==> src/rtl/ped_crossing_ctrl.sv <==
// Pedestrian crossing controller: grants WALK at the start of a red phase when a request is
// pending, follows it with a flashing DON'T-WALK clearance, and flags illegal light combinations.
module ped_crossing_ctrl #(
  parameter int unsigned WALK_CYCLES  = 2,
  parameter int unsigned FLASH_CYCLES = 2
) (
  input  logic clk,
  input  logic rst,
  input  logic red,
  input  logic green,
  input  logic yellow,
  input  logic btn,
  output logic walk,
  output logic dont_walk,
  output logic req_pending,
  output logic abort,
  output logic fault
);

  localparam int unsigned CntMax = (WALK_CYCLES > FLASH_CYCLES) ? WALK_CYCLES : FLASH_CYCLES;
  localparam int unsigned CntW   = $clog2(CntMax + 1);
  localparam logic [CntW-1:0] WalkLast  = CntW'(WALK_CYCLES - 1);
  localparam logic [CntW-1:0] FlashLast = CntW'(FLASH_CYCLES - 1);

  typedef enum logic [1:0] {StIdle, StWalk, StFlash} state_e;

  state_e          state_q, state_d;
  logic [CntW-1:0] cnt_q, cnt_d;
  logic            red_q;
  logic            walk_q, walk_d;
  logic            dont_walk_q, dont_walk_d;
  logic            req_q, req_d;
  logic            abort_q, abort_d;
  logic            fault_q, fault_d;
  logic            red_rise;
  logic            illegal;

  assign red_rise = red & ~red_q;
  assign illegal  = (red & green) | (red & yellow) | (green & yellow);

  always_comb begin
    state_d = state_q;
    cnt_d   = cnt_q;
    req_d   = req_q | btn;
    abort_d = 1'b0;
    fault_d = fault_q | illegal;

    unique case (state_q)
      StIdle: begin
        if (red_rise && (req_q || btn) && !fault_q) begin
          state_d = StWalk;
          cnt_d   = '0;
          req_d   = 1'b0;  // a btn on the grant edge is consumed here
        end
      end
      StWalk: begin
        if (!red) begin
          state_d = StIdle;
          cnt_d   = '0;
          abort_d = 1'b1;
        end else if (cnt_q == WalkLast) begin
          state_d = StFlash;
          cnt_d   = '0;
        end else begin
          cnt_d = cnt_q + CntW'(1);
        end
      end
      StFlash: begin
        // Clearance always runs to completion, independent of red.
        if (cnt_q == FlashLast) begin
          state_d = StIdle;
          cnt_d   = '0;
        end else begin
          cnt_d = cnt_q + CntW'(1);
        end
      end
      default: begin
        state_d = StIdle;
        cnt_d   = '0;
      end
    endcase

    // Illegal upstream lights override everything and freeze the request latch.
    if (illegal) begin
      state_d = StIdle;
      cnt_d   = '0;
      req_d   = req_q;
      abort_d = 1'b0;
    end

    walk_d = (state_d == StWalk);
    unique case (state_d)
      StWalk:  dont_walk_d = 1'b0;
      StFlash: dont_walk_d = (state_q != StFlash) ? 1'b1 : ~dont_walk_q;
      default: dont_walk_d = 1'b1;
    endcase
  end

  always_ff @(posedge clk) begin
    if (rst) begin
      state_q     <= StIdle;
      cnt_q       <= '0;
      red_q       <= 1'b0;
      walk_q      <= 1'b0;
      dont_walk_q <= 1'b1;
      req_q       <= 1'b0;
      abort_q     <= 1'b0;
      fault_q     <= 1'b0;
    end else begin
      state_q     <= state_d;
      cnt_q       <= cnt_d;
      red_q       <= red;
      walk_q      <= walk_d;
      dont_walk_q <= dont_walk_d;
      req_q       <= req_d;
      abort_q     <= abort_d;
      fault_q     <= fault_d;
    end
  end

  assign walk        = walk_q;
  assign dont_walk   = dont_walk_q;
  assign req_pending = req_q;
  assign abort       = abort_q;
  assign fault       = fault_q;

endmodule
==> config.mk <==
export PLATFORM = sky130hd
export DESIGN_NAME = ped_crossing_ctrl
export DESIGN_NICKNAME = d
export VERILOG_FILES = /design/src/rtl/ped_crossing_ctrl.sv
export SDC_FILE = /design/constraint.sdc
export NUM_CORES = 1
export LEC_CHECK = 0
export ABC_AREA = 1
export CAP_MARGIN = 20
export CORE_AREA = 2 2 39 41
export DETAILED_ROUTE_END_ITERATION = 12
export DIE_AREA = 0 0 41 43
export REMOVE_ABC_BUFFERS = 1
export SYNTH_ARGS = -nofsm -noshare
export SYNTH_HDL_FRONTEND = slang
export SYNTH_SLANG_ARGS = --single-unit
==> constraint.sdc <==
create_clock -name clk -period 1.4 [get_ports clk]
set_input_delay 0.35 -clock clk [delete_from_list [all_inputs] [get_ports clk]]
set_output_delay 0.35 -clock clk [all_outputs]
set_load 0.1 [all_outputs]
==> flow_summary.yaml, run 1 <==
sta:
  period_share_pct: 90.4
  setup_viol: 0
  finalHoldViolCount: 0
  min_period_ns: 1.27
  max_freq_mhz: 790
  grt_setup_unrepaired: "true"
  maxSlewHeadroom_pct: 87.0
  worstMarginPinSlew_ns: 0.196
  final_max_slew_viol_count: 0
  fin_skew_ns: 0.00590
  fin_ws_ns: 0.135
place:
  hpwl_um: 732
  gp_congestion: 0.751
  portBuffers: 10
  place_ws_ns: -0.277
worst_setup_path:
  reg2reg_depth: 9
  start_kind: "flop"
  r2r_slack_ns: 0.13
  cp.required_ns: 1.55
  r2r-start: "state_q[0]"
  endpoint_kind: "flop"
  reg2reg_to: "cnt_q[0]"
  crit_arrival_ns: 1.42
  criticalPathCategory: "flop to flop"
  cp_max_fo: 4
power:
  powerDensity_mw_per_mm2: 951
  p_leak_nw: 0.369
  ir_drop_v: 0.000489
  power_uw: 702
clock_tree:
  ctsRootBufferMaster: "clkbuf_4"
  ctsLongestPathBuffers: 2
  cts_inserted_buffers: 3
  path_clk_slew_ns: 0.07
  htree_num_levels: 1
  cts_sinks: 10
  cts_tree: "yes"
  insertion_delay_ns: 0.26
  cts_hold_buffers: 0
global_route:
  antenna_found_initial: 0
  grt_max_degree: 7
  overflow: 0
  grt_pass1_wl_mm: 1.53
  first_global_vias: 398
  grt_usage_pct: 13.3
logic_synthesis:
  synth.yosys.warnings: 0
  synth_seq_cells: 10
  synth_cell_types: 13
  synthesis.area_um2: 490
  ys_seq_area_share_pct: 40.8
  syn-mean-instance-area_um2: 7.01
  synthCells: 70
routing:
  wl_per_cell_um: 8.94
  vias: 461
  drc: 0
  vias_per_cell: 4.56
  routed_wl_um: 903
  dr.first_iter.drc_count: 5
  drtPass1Iterations: 4
  ant_nets: 0
floorplan:
  coreArea_mm2: 0.00138
  initial_core_util_pct: 35.4
  row_count: 14
  pin_count: 11
  die_area_mm2: 0.00176
  die_w_um: 41
  die_h_um: 43
cells_and_area:
  layout.nets: 96
  area_delta_synth_final_pct: 50.5
  n_fill_cell: 126
  layout_common_cells: "14 x inv_1, 14 x nand2_1, 8 x dfxtp_1"
  n_antenna_cell: 0
  drive_gt1_share_pct: 23.5
outcome:
  outcome: "finished, final reports clean"
worst_hold_path:
  min_to: "abort"
  hold_path_depth: 2
  hold_path_startpoint: "red"
  holdCritPathClass: "input port to flop"
flow_run:
  cap_violations: 0
-- routing by layer --
metal  wire length (um)  global-route usage, %
met3                 62                   6.28
met5                  0                      0
met4                 14                   8.00
met2                419                   19.4
met1                407                   15.1
-- worst max path at each step --
stage                     startpoint   endpoint  slack (ns)  depth (start not counted)
after floorplan                fault  dont_walk       -0.27                          7
after global placement           red  dont_walk       -0.26                         10
after detailed placement         red  dont_walk       -0.28                         10
after CTS                        red  dont_walk        0.01                         10
after global routing      state_q[0]  dont_walk      -0.002                         11
final                     state_q[0]   cnt_q[0]        0.13                          9
-- final cells by class --
type | count | area (um2) | share of cell area (%)
Multi-Input combinational cell | 45 | 263 | 35.6
Sequential cell | 10 | 203 | 27.5
Timing Repair Buffer | 11 | 160 | 21.7
Inverter | 15 | 56.3 | 7.63
Clock buffer | 4 | 36.3 | 4.92
Tap cell | 16 | 20.0 | 2.71
-- worst max-delay path: stages (launching register included) --
cell and delay (ns):
dfxtp_2 0.38, inv_1 0.07, ha_1 0.21, inv_1 0.06, nand2_2 0.06, buf_4 0.12, nand3b_1 0.07, nand2_1 0.05
nand3_1 0.08, nor2_1 0.05
-- flip-flops by register name, indices dropped and copies added (netlist names) --
register / flops
req_pending: 1
fault: 1
abort: 1
cnt_q: 2
walk: 1
state_q: 2
red_q: 1
dont_walk: 1
-- through the flow --
stage | area, um2 | TNS (ns) | std cells | utilization (%) | hold slack [ns]
finish | 738 | 0 | 101 | 53.3 | 0.360
global route | 738 | -0.00222 | 101 | 53.3 | 0.351
CTS | 704 | 0 | 101 | 50.9 | 0.471
detailed placement | 668 | -1.26 | 97 | 48.3 | 0.460
global placement | 668 | -1.19 | 97 | 48.3 | 0.456
floorplan | 490 | -1.25 | 70 | - | 0.419
-- what timing repair did --
item	CTS	global route
gates resized for setup	1	10
pin swaps	0	0
endpoints found under the setup margin	1	5
buffers inserted	0	0
-- Yosys cell counts --
master    number  share of area (%)
ha_1           4                 10
o21ai_0        1                1.0
inv_1         15                 11
nand3_1        8                8.2
nor2_1         7                5.4
nand4_1        1                1.3
dfxtp_1       10                 41
o21ai_1        2                2.0
nand3b_1       2                3.1
a21oi_1        2                2.0
nand2_1       16                 12
nor3_1         1                1.0
nor2_2         1                1.3
-- power breakdown --
part           switching [mW]  internal, mW
Clock                  0.0941         0.158
Combinational          0.0897        0.0552
Sequential             0.0101         0.295
Total                   0.194         0.508
-- kinds of logic (layout without fill, tap and decap cells) --
kind of cell,after synthesis,after routing,share of synthesized area [%]
simple gates,36,36,32.4
buf+inv,15,30,11.5
flops,10,10,40.8
compound gates,5,5,5.10
fa+ha+maj,4,4,10.2
Power figures use the tool's default switching activity.
==> run 2: changes to the inputs <==
MAX_ROUTING_LAYER = met4   (was default)
SETUP_SLACK_MARGIN = 0.4   (was default)
SLEW_MARGIN = 0   (was default)
==> run 2 against run 1 <==
  * Cell area increased by 18%
  * Sequential cell count unchanged
  * Count of clock-buffer cells in the layout did not move
  * Maximum frequency down 0.72%
  * Via count grew 9.8%
  * Die area did not move
  * Critical path type unchanged
  * Largest cell class unchanged
==> flow_summary.yaml, run 2 (same netlist as run 1, synthesis figures left out) <==
outcome:
  outcome: "finished, final reports clean"
global_route:
  grt_use_met1_pct: 16.1
  busiest_layer: "met2"
  grt_usage_pct: 17.1
  grt_max_degree: 7
  first_global_vias: 483
  grt_pass1_wl_mm: 1.92
  antenna_found_initial: 0
  use_met3_pct: 6.28
  gr-usage-met2_pct: 28.7
  overflow: 0
cells_and_area:
  layout_common_cells: "11 x inv_1, 8 x nand2_1, 6 x nand2_2, 6 x buf_4"
  area_delta_synth_final_pct: 77.8
  drive_gt1_share_pct: 50.0
  n_antenna_cell: 0
  n_fill_cell: 115
  register_area_um2: 213
  final_cells: 106
  final_util_pct: 63.0
  layout.nets: 101
  largestRegisters: "cnt_q x2, state_q x2"
  multi_input_area_um2: 348
  layout_commonest_cell: "inv_1"
power:
  p_leak_nw: 0.417
  powerDensity_mw_per_mm2: 832
  comb_power_share_pct: 23.2
  pwr-share-seq_pct: 41.8
  p_switching_uw: 213
  ir_drop_v: 0.000526
  p_int_uw: 513
  sw_frac_of_total_pct: 29.3
  power_frac_clock_pct: 35.0
  power_uw: 726
floorplan:
  row_count: 14
  die_area_mm2: 0.00176
  die_h_um: 43
  pin_count: 11
  coreArea_mm2: 0.00138
  initial_core_util_pct: 35.4
  die_w_um: 41
sta:
  fin_ws_ns: 0.125
  grt_setup_unrepaired: "true"
  finalHoldViolCount: 0
  fin_skew_ns: 0.00726
  setup_viol: 0
  final_max_slew_viol_count: 0
  min_period_ns: 1.27
  worstMarginPinSlew_ns: 0.254
  maxSlewHeadroom_pct: 83.1
  max_freq_mhz: 785
  period_share_pct: 91.0
clock_tree:
  insertion_delay_ns: 0.26
  cts_tree: "yes"
  cts_hold_buffers: 0
  htree_num_levels: 1
  ctsLongestPathBuffers: 2
  cts_sinks: 10
  cts_inserted_buffers: 3
  ctsRootBufferMaster: "clkbuf_4"
  path_clk_slew_ns: 0.07
flow_run:
  cap_violations: 0
worst_setup_path:
  crit_arrival_ns: 1.42
  reg2reg_depth: 6
  slowest_stage: "dfxtp_4"
  max_stage_delay_ns: 0.37
  cp.required_ns: 1.55
  r2r-start: "state_q[0]"
  cp_max_fo: 4
  endpoint_kind: "flop"
  criticalPathCategory: "flop to flop"
  path_cells: "inv_4, ha_4, nand4_1, buf_4, o21ai_1, nor2_1"
  reg2reg_to: "req_pending"
  r2r_slack_ns: 0.13
  start_kind: "flop"
routing:
  routed_wl_mm: 1.23
  dr.first_iter.drc_count: 7
  ant_nets: 0
  vias: 506
  drtPass1Iterations: 4
  drc: 0
  vias_per_cell: 4.77
  wl_per_cell_um: 11.6
place:
  placedCellCount: 97
  hpwl_um: 732
  portBuffers: 10
  gp_congestion: 0.760
  place_ws_ns: -0.277
worst_hold_path:
  holdCritPathClass: "input port to flop"
  hold_path_depth: 2
  hold_path_startpoint: "rst"
  min_to: "red_q"
[run 2: cell types whose count changed in the layout (fill, tap and decap cells not counted), sizes merged]
cell / before / now
buf: 6 / 11
clkdlybuf4s50: 4 / 0
dlygate4sd2: 0 / 3
clkdlybuf4s15: 0 / 1
[run 2: per-layer routing]
| layer | share of wire (%) | wire, um |
|---|---|---|
| met3 | 4.4 | 54 |
| met5 | 0 | 0 |
| met4 | 1.1 | 14 |
| met1 | 40 | 494 |
| met2 | 54 | 663 |
[run 2: worst max-delay path by stage]
| stage | start | endpoint |
|---|---|---|
| floorplan | fault | dont_walk |
| global placement | red | dont_walk |
| detailed placement | red | dont_walk |
| CTS | state_q[1] | dont_walk |
| global route | state_q[1] | dont_walk |
| finish | state_q[0] | req_pending |
[run 2: final cells by class]
type | count | area share, %
Inverter | 15 | 7.03
Tap cell | 16 | 2.30
Timing Repair Buffer | 16 | 22.2
Multi-Input combinational cell | 45 | 39.9
Clock buffer | 4 | 4.16
Sequential cell | 10 | 24.4
[run 2: power groups by stage]
| stage | clock (mW) | combinational (mW) | sequential [mW] |
|---|---|---|---|
| after floorplan | 0 | 0.0392 | 0.356 |
| after CTS | 0.263 | 0.151 | 0.303 |
| after global routing | 0.281 | 0.180 | 0.305 |
| final | 0.254 | 0.169 | 0.304 |
| after global placement | 0 | 0.139 | 0.311 |
| after detailed placement | 0 | 0.140 | 0.311 |
[run 2: what timing repair did]
item | in CTS | in global routing
endpoints found under the setup margin | 14 | 13
buffers inserted | 3 | 2
pin swaps | 8 | 4
gates resized for setup | 32 | 15
[run 2: critical path: cells and delay by family (launching register included)]
family	cells	cell delay, ns
flip-flops	1	0.37
buffers and inverters	2	0.29
AND/OR/NAND/NOR	2	0.23
adder cells (fa/ha/maj)	1	0.15
AO/OA/AOI/OAI	1	0.11
[run 2: per-stage QoR]
stage / hold WS (ns) / TNS [ns] / area (um2)
finish: 0.347 / 0 / 872
global route: 0.356 / 0 / 872
CTS: 0.469 / 0 / 806
detailed placement: 0.460 / -1.26 / 668
global placement: 0.456 / -1.19 / 668
floorplan: 0.419 / -1.25 / 490
